[src/rtl/wam_bin2bcd.sv]
// rtl/wam_bin2bcd.sv - sequential double-dabble binary-to-BCD converter
// One bit per clock with start/busy/done handshake, leading-zero blank mask and overflow flag.
module wam_bin2bcd #(
  parameter int W      = 12,
  parameter int DIGITS = 4
) (
  input  logic                clk,
  input  logic                clr,
  input  logic                start,
  input  logic [W-1:0]        bin,
  output logic                busy,
  output logic                done,
  output logic [4*DIGITS-1:0] bcd,
  output logic [DIGITS-1:0]   blank,
  output logic                ovf
);

  localparam int CW = $clog2(W + 1);
  localparam int BW = 4 * DIGITS;
  localparam logic [CW-1:0]     LAST_CNT  = CW'(W - 1);
  localparam logic [DIGITS-1:0] BLANK_RST = ~DIGITS'(1);

  typedef enum logic {IDLE, SHIFT} state_t;

  state_t          state, state_next;
  logic [W-1:0]    shreg;
  logic [BW-1:0]   scratch, corrected, scratch_next;
  logic [CW-1:0]   cnt;
  logic            ovf_acc, shout, last, zero_run;
  logic [DIGITS-1:0] blank_next;

  always_comb begin
    corrected = scratch;
    for (int k = 0; k < DIGITS; k++) begin
      if (scratch[4*k +: 4] >= 4'd5) corrected[4*k +: 4] = scratch[4*k +: 4] + 4'd3;
    end
    shout        = corrected[BW-1];
    scratch_next = {corrected[BW-2:0], shreg[W-1]};
    last         = (cnt == LAST_CNT);

    // blank[k] is set while every digit from the top down to k is zero
    zero_run   = 1'b1;
    blank_next = '0;
    for (int k = DIGITS - 1; k >= 1; k--) begin
      zero_run      = zero_run & (scratch_next[4*k +: 4] == 4'd0);
      blank_next[k] = zero_run;
    end

    state_next = state;
    case (state)
      IDLE:  if (start) state_next = SHIFT;
      SHIFT: if (last)  state_next = IDLE;
      default: state_next = IDLE;
    endcase
  end

  assign busy = (state == SHIFT);

  always_ff @(posedge clk or posedge clr) begin
    if (clr) begin
      state   <= IDLE;
      shreg   <= '0;
      scratch <= '0;
      cnt     <= '0;
      ovf_acc <= 1'b0;
      done    <= 1'b0;
      bcd     <= '0;
      blank   <= BLANK_RST;
      ovf     <= 1'b0;
    end else begin
      state <= state_next;
      done  <= 1'b0;
      case (state)
        IDLE: begin
          if (start) begin
            shreg   <= bin;
            scratch <= '0;
            ovf_acc <= 1'b0;
            cnt     <= '0;
          end
        end
        SHIFT: begin
          scratch <= scratch_next;
          shreg   <= {shreg[W-2:0], 1'b0};
          ovf_acc <= ovf_acc | shout;
          cnt     <= cnt + CW'(1);
          if (last) begin
            bcd   <= scratch_next;
            ovf   <= ovf_acc | shout;
            blank <= blank_next;
            done  <= 1'b1;
          end
        end
        default: ;
      endcase
    end
  end

endmodule

[config.mk]
export PLATFORM = sky130hd
export DESIGN_NAME = wam_bin2bcd
export DESIGN_NICKNAME = d
export VERILOG_FILES = /design/src/rtl/wam_bin2bcd.sv
export SDC_FILE = /design/constraint.sdc
export NUM_CORES = 1
export LEC_CHECK = 0
export BUFFER_PORTS_ARGS = -buffer_cell sky130_fd_sc_hd__buf_2
export CAP_MARGIN = 20
export CORE_ASPECT_RATIO = 1.4
export CORE_MARGIN = 5
export CORE_UTILIZATION = 45
export CTS_BUF_LIST = sky130_fd_sc_hd__clkbuf_4
export DETAILED_ROUTE_END_ITERATION = 7
export PLACE_DENSITY_LB_ADDON = 0.3
export SYNTH_ARGS = -nofsm -noshare
export SYNTH_HDL_FRONTEND = slang
export SYNTH_SLANG_ARGS = --single-unit
[constraint.sdc]
create_clock -name clk -period 1.65 [get_ports clk]
set_clock_uncertainty 0.15 [all_clocks]
set_input_delay 0.33 -clock clk [delete_from_list [all_inputs] [get_ports clk]]
set_output_delay 0.33 -clock clk [all_outputs]
set_load 0.01 [all_outputs]
==> flow_metrics.tcl, run 1 <==
set metrics [dict create \
    arrival_ps 1970 \
    first_global_vias 2268 \
    most-common-layout-cells "nand2_1, dfrtp_1, buf_4" \
    drc 0 \
    wirelength_um 6540 \
    fmax_mhz 544.5 \
    hold_ws_ps 41.02 \
    synth_top_area_share_pct 48.28 \
    fillers 484 \
    die_area_sq_um 7659 \
    ios 38 \
    synth_simple_gate_area_share_pct 16.53 \
    drt-initial-drc-count 92 \
    switchingPower_mw 3.136 \
    vias 2263 \
    worst_slack_ps -186.5 \
    startpoint "scratch[9]$_DFFE_PP0P_" \
    hold_start "bin[0]" \
    ys_seq_area_share_pct 51.21 \
    comb_power_share_pct 61.4 \
    ys_ff_latch 55 \
    p_leak_nw 1.804 \
    place.gp.congestion 0.8589 \
    grt_max_degree 31 \
    die_h_um 101.6 \
    synth_area_leader_cell "dfrtp_1" \
    synthXorXnorAreaFrac_pct 1.300 \
    synth_adder_area_share_pct 4.178 \
    rrSetupSlack_ps -190 \
    netlist_area_sq_um 2695 \
    clkLatencyLatePin_ps 380 \
    post-route-min-period_ps 1836 \
    drt-pass1-iter-count 4 \
    core-area_sq_um 5863 \
    synth_top_family_by_area "simple AND/OR/NAND/NOR gates" \
    swShare_pct 40.56 \
    cts_tree "built" \
    endpoint_kind "flop" \
    r2r_start "scratch[9]$_DFFE_PP0P_" \
    synth_edf_count 0 \
    fp.dieW_um 75.41 \
    yosysUniqueCellTypes 42 \
    crit_type "flop to flop" \
    violations "negative setup slack" \
    hold_depth 3 \
    antenna_found_initial 0 \
    path_max_fanout 4 \
    fin_crit_sh_pct 111.3 \
    htree_levels 2 \
    port_buffers 36 \
    rows 33 \
    fin_area_sq_um 3716 \
    finalSetupViolations 12 \
    grt_overflow 0 \
    async_flop_share_pct 100.0 \
    min_path_type "primary input to flop" \
    reg2reg_depth 9 \
    vias_per_cell 5.251 \
    p_clk_share_pct 7.9 \
    required_ps 1780 \
    placed_cell_area_sq_um 3241 \
    initial_core_util_pct 45.97 \
    areaGrowthSynthToFinish_pct 37.88 \
    grt_pass1_wl_um 10370 \
    syn_inst 275 \
    slew_violations 0 \
    drtAntennaViolNets 0 \
    synth_area_leaders "dfrtp_1, nand2_1, mux2i_1" \
    holdPathEnd "shreg[0]$_DFFE_PP0P_" \
    wire_per_inst_um 15.17 \
    rsz0062_at_grt "yes" \
    cts_buffers 5 \
    seq_power_share_pct 30.7 \
    final_common_cell "nand2_1" \
    hold_viol 0 \
    drive_gt1_share_pct 45.98 \
    clk_path_buf_depth 2 \
    synth_mux_area_share_pct 6.546 \
    final_core_util_pct 63.38 \
    ys_warn_count 0 \
    fin_setup_tns_ps -919.5 \
    irDropWorstVdd_v 0.0009177 \
    clock-sinks 55 \
    gr-usage-all-layers_pct 17.43 \
    synth_compound_area_share_pct 15.51 \
    timing.rr.end "scratch[9]$_DFFE_PP0P_" \
    syn_area_per_cell_sq_um 9.800 \
    cts.clk_slew.worst_paths_ps 150 \
    start_kind "flop" \
    p_total_mw 7.731 \
    diodes 0 \
    cts-root-buf "clkbuf_4" \
    syn-num-nets 299 \
    fin_nets 384 \
    dp_hpwl_um 4283 \
    synthFlopType "dfrtp_1" \
    status "complete, but fails checks" \
    power_density_nw_per_um2 2081 \
    intPower_mw 4.595 \
    max-cap-violations 0 \
]
critical path, stage by stage, from the launching register on:
cell and delay [ps]:
dfrtp_1 420, inv_2 120, ha_4 130, and2b_4 190
o21bai_4 190, buf_6 130, buf_6 120, xnor2_4 110
nand2_1 90, o31ai_1 100
registers in the layout, indices dropped and copies added (netlist names):
signal and flops:
blank 3, ovf 1, scratch 16, cnt 4, ovf_acc 1, busy 1
shreg 12, done 1, bcd 16
repair_timing:
item,4_1_cts,5_1_grt
hold buffers,1,0
pin swaps,8,19
setup buffers,4,12
gates resized for setup,19,47
cloned,0,1
setup endpoints to repair,12,26
endpoints found under the hold margin,13,0
synthesized netlist by cell type (all sizes together) (2+ instances only):
| cell | n |
|---|---|
| clkbuf | 7 |
| nand3 | 4 |
| o21ai | 35 |
| xnor2 | 4 |
| dfstp | 3 |
| a21oi | 15 |
| nand2b | 3 |
| dfrtp | 52 |
| o31ai | 5 |
| ha | 9 |
| mux2 | 2 |
| buf | 7 |
| nor3b | 7 |
| mux2i | 15 |
| nor3 | 5 |
| inv | 14 |
| nand4 | 2 |
| o22ai | 3 |
| nor2 | 8 |
| nand2 | 60 |
| a31o | 4 |
cell families after synthesis:
group	after synthesis
adders and majority gates	9
xor gates and xnor gates	4
buffers and inverters	29
AOI/OAI and AO/OA	66
other	1
muxes	17
DFF	55
and+or+nand+nor	94
area by class of cell:
cell class / instances / area (sq um) / share of cell area (%)
multi-input combinational: 191 / 1450 / 39.02
sequential: 55 / 1383 / 37.21
timing repair buffer: 92 / 676.9 / 18.22
tap: 70 / 87.58 / 2.357
inverter: 15 / 61.31 / 1.650
clock buffer: 7 / 52.55 / 1.414
clock inverter: 1 / 5.005 / 0.1347
metrics by stage:
stage / setup WS, ps / std cells
2_1_floorplan: -38.51 / 275
3_3_place_gp: -72.53 / 406
3_5_place_dp: -152.3 / 406
4_1_cts: -120.7 / 419
5_1_grt: -256.2 / 431
6_report: -186.5 / 431
layer usage:
layer | vias to the layer above | global-route usage (%) | share of wire [%]
met2 | 49 | 30.14 | 52
met4 | 0 | 7.537 | 3.2
met3 | 17 | 3.277 | 3.5
li1 | 1102 | - | -
met1 | 1095 | 20.62 | 41
met5 | - | 0 | 0
how the worst max path moves through the flow:
| stage | to | slack [ps] | cells after the start |
|---|---|---|---|
| floorplan | blank[1]$_DFFE_PP1P_ | -40 | 7 |
| global placement | blank[1]$_DFFE_PP1P_ | -70 | 6 |
| detailed placement | blank[1]$_DFFE_PP1P_ | -150 | 7 |
| CTS | blank[1]$_DFFE_PP1P_ | -120 | 7 |
| global route | scratch[9]$_DFFE_PP0P_ | -260 | 9 |
| finish | scratch[9]$_DFFE_PP0P_ | -190 | 9 |
power groups by stage:
stage | logic [mW] | clock network (mW) | registers [mW]
global placement | 3.40 | 0 | 2.32
finish | 4.75 | 0.610 | 2.37
detailed placement | 3.49 | 0 | 2.35
CTS | 3.79 | 0.620 | 2.33
global route | 5.19 | 0.672 | 2.44
floorplan | 2.08 | 0 | 2.42
(Power assumes the default switching activity.)
==> run 2: changes to the inputs <==
--- a/config.mk
+++ b/config.mk
@@ -7,9 +7,11 @@
 export LEC_CHECK = 0
 export BUFFER_PORTS_ARGS = -buffer_cell sky130_fd_sc_hd__buf_2
 export CAP_MARGIN = 20
+export CELL_PAD_IN_SITES_DETAIL_PLACEMENT = 1
+export CELL_PAD_IN_SITES_GLOBAL_PLACEMENT = 2
 export CORE_ASPECT_RATIO = 1.4
 export CORE_MARGIN = 5
-export CORE_UTILIZATION = 45
+export CORE_UTILIZATION = 34
 export CTS_BUF_LIST = sky130_fd_sc_hd__clkbuf_4
 export DETAILED_ROUTE_END_ITERATION = 7
 export PLACE_DENSITY_LB_ADDON = 0.3
==> flow_metrics.tcl, run 2 (synthesized netlist as in run 1, its figures left out) <==
set metrics [dict create \
    status "complete, but fails checks" \
    violations "negative setup slack" \
    reg.largest.list "bcd (16), scratch (16), shreg (12)" \
    intPower_mw 4.558 \
    areaGrowthSynthToFinish_pct 38.07 \
    rsz0062_at_grt "yes" \
    diodes 0 \
    fmax_mhz 558.0 \
    rrSetupSlack_ps -140 \
    grt_overflow 0 \
    first_global_vias 2402 \
    clkLatencyLatePin_ps 390 \
    clock-sinks 55 \
    path_max_fanout 4 \
    vias_per_cell 4.885 \
    r2r_start "scratch[8]$_DFFE_PP0P_" \
    cts_tree "built" \
    p_leak_nw 1.780 \
    htree_levels 2 \
    seq_power_share_pct 31.4 \
    timing.rr.end "blank[1]$_DFFE_PP1P_" \
    antenna_found_initial 0 \
    multiInputGateArea_sq_um 1464 \
    wire_per_inst_um 15.50 \
    cts.clk_slew.worst_paths_ps 150 \
    register_area_sq_um 1383 \
    place.gp.congestion 0.7843 \
    irDropWorstVdd_v 0.0007603 \
    dp_hpwl_um 4872 \
    slew_violations 0 \
    power_density_nw_per_um2 2067 \
    min_path_type "primary input to flop" \
    swShare_pct 40.72 \
    drive_gt1_share_pct 45.83 \
    drt-pass1-iter-count 4 \
    fp.dieW_um 85.25 \
    clk_path_buf_depth 2 \
    crit_type "flop to flop" \
    finalSetupViolations 14 \
    drc 0 \
    p_total_mw 7.690 \
    grt_pass1_wl_um 11590 \
    slowest_stage "dfrtp_2" \
    gr-usage-all-layers_pct 14.93 \
    hold_start "bin[0]" \
    port_buffers 36 \
    die_area_sq_um 9833 \
    arrival_ps 1960 \
    drt-initial-drc-count 57 \
    fin_crit_sh_pct 108.6 \
    die_h_um 115.3 \
    comb_power_share_pct 60.7 \
    grt_max_degree 56 \
    cts-root-buf "clkbuf_4" \
    core-area_sq_um 7750 \
    drtAntennaViolNets 0 \
    start_kind "flop" \
    hold_viol 0 \
    fin_nets 383 \
    fillers 901 \
    holdPathEnd "shreg[0]$_DFFE_PP0P_" \
    hold_ws_ps 23.38 \
    path_cells "inv_2 -> ha_2 -> and2b_4 -> o21bai_4 -> and3_4 -> o211ai_4 -> o31ai_2" \
    required_ps 1820 \
    max-cap-violations 0 \
    initial_core_util_pct 34.78 \
    final_common_cell "nand2_1" \
    switchingPower_mw 3.132 \
    hold_depth 3 \
    vias 2247 \
    reg2reg_depth 7 \
    worst_slack_ps -142.0 \
    most-common-layout-cells "nand2_1, dfrtp_1, buf_4" \
    cts_buffers 5 \
    wirelength_um 7130 \
    rows 38 \
    p_clk_share_pct 7.9 \
    ios 38 \
    post-route-min-period_ps 1792 \
    endpoint_kind "flop" \
    max_stage_delay_ps 450 \
]
run 2: area by class of cell:
cell class	count	share of cell area, %
clock buffers	6	1.210
well taps	100	3.362
clock inverters	2	0.2017
multi-input cells	191	39.34
repair buffers	91	17.08
flip-flops and latches	55	37.16
inverters	15	1.648
run 2: layer usage:
metal | up-vias | wire, um | global-route usage, %
met3 | 8 | 225 | 3.154
met2 | 30 | 3959 | 28.16
met1 | 1116 | 2838 | 16.39
met5 | - | 0 | 0
met4 | 0 | 106 | 5.069
li1 | 1093 | - | -
run 2: timing repair:
item / in CTS / in global routing
resized for setup: 27 / 39
hold buffers: 1 / 0
endpoints found under the setup margin: 22 / 29
hold endpoints to repair: 52 / 0
pin swaps: 8 / 9
setup buffers: 7 / 7
run 2: worst max path at each step:
stage | from | endpoint
3_5_place_dp | scratch[0]$_DFFE_PP0P_ | blank[1]$_DFFE_PP1P_
2_1_floorplan | scratch[8]$_DFFE_PP0P_ | blank[1]$_DFFE_PP1P_
5_1_grt | scratch[8]$_DFFE_PP0P_ | blank[1]$_DFFE_PP1P_
3_3_place_gp | scratch[0]$_DFFE_PP0P_ | blank[1]$_DFFE_PP1P_
6_report | scratch[8]$_DFFE_PP0P_ | blank[1]$_DFFE_PP1P_
4_1_cts | scratch[8]$_DFFE_PP0P_ | blank[1]$_DFFE_PP1P_
run 2: power by group through the flow:
stage	Clock (mW)	Combinational [mW]	Sequential (mW)
2_1_floorplan	0	2.08	2.42
3_3_place_gp	0	3.50	2.34
3_5_place_dp	0	3.62	2.38
4_1_cts	0.642	4.04	2.37
5_1_grt	0.694	5.13	2.50
6_report	0.609	4.67	2.41
run 2: stage by stage:
| stage | utilization, % | instance area, sq um | setup TNS (ps) | instances | worst slack [ps] |
|---|---|---|---|---|---|
| after floorplan | - | 2721 | -38.51 | 275 | -38.51 |
| after global placement | 42.40 | 3286 | -148.4 | 437 | -87.90 |
| after detailed placement | 42.40 | 3286 | -817.6 | 437 | -191.1 |
| after CTS | 45.19 | 3502 | -619.7 | 453 | -116.9 |
| after global routing | 48.01 | 3721 | -2313 | 460 | -222.7 |
| final | 48.01 | 3721 | -956.8 | 460 | -142.0 |
run 2: critical path, delay by kind of cell, from the launching register on:
family	cells	cell delay, ps
fa+ha+maj	1	180
simple gates	2	390
compound gates	3	500
flops	1	450
buf+inv	1	50
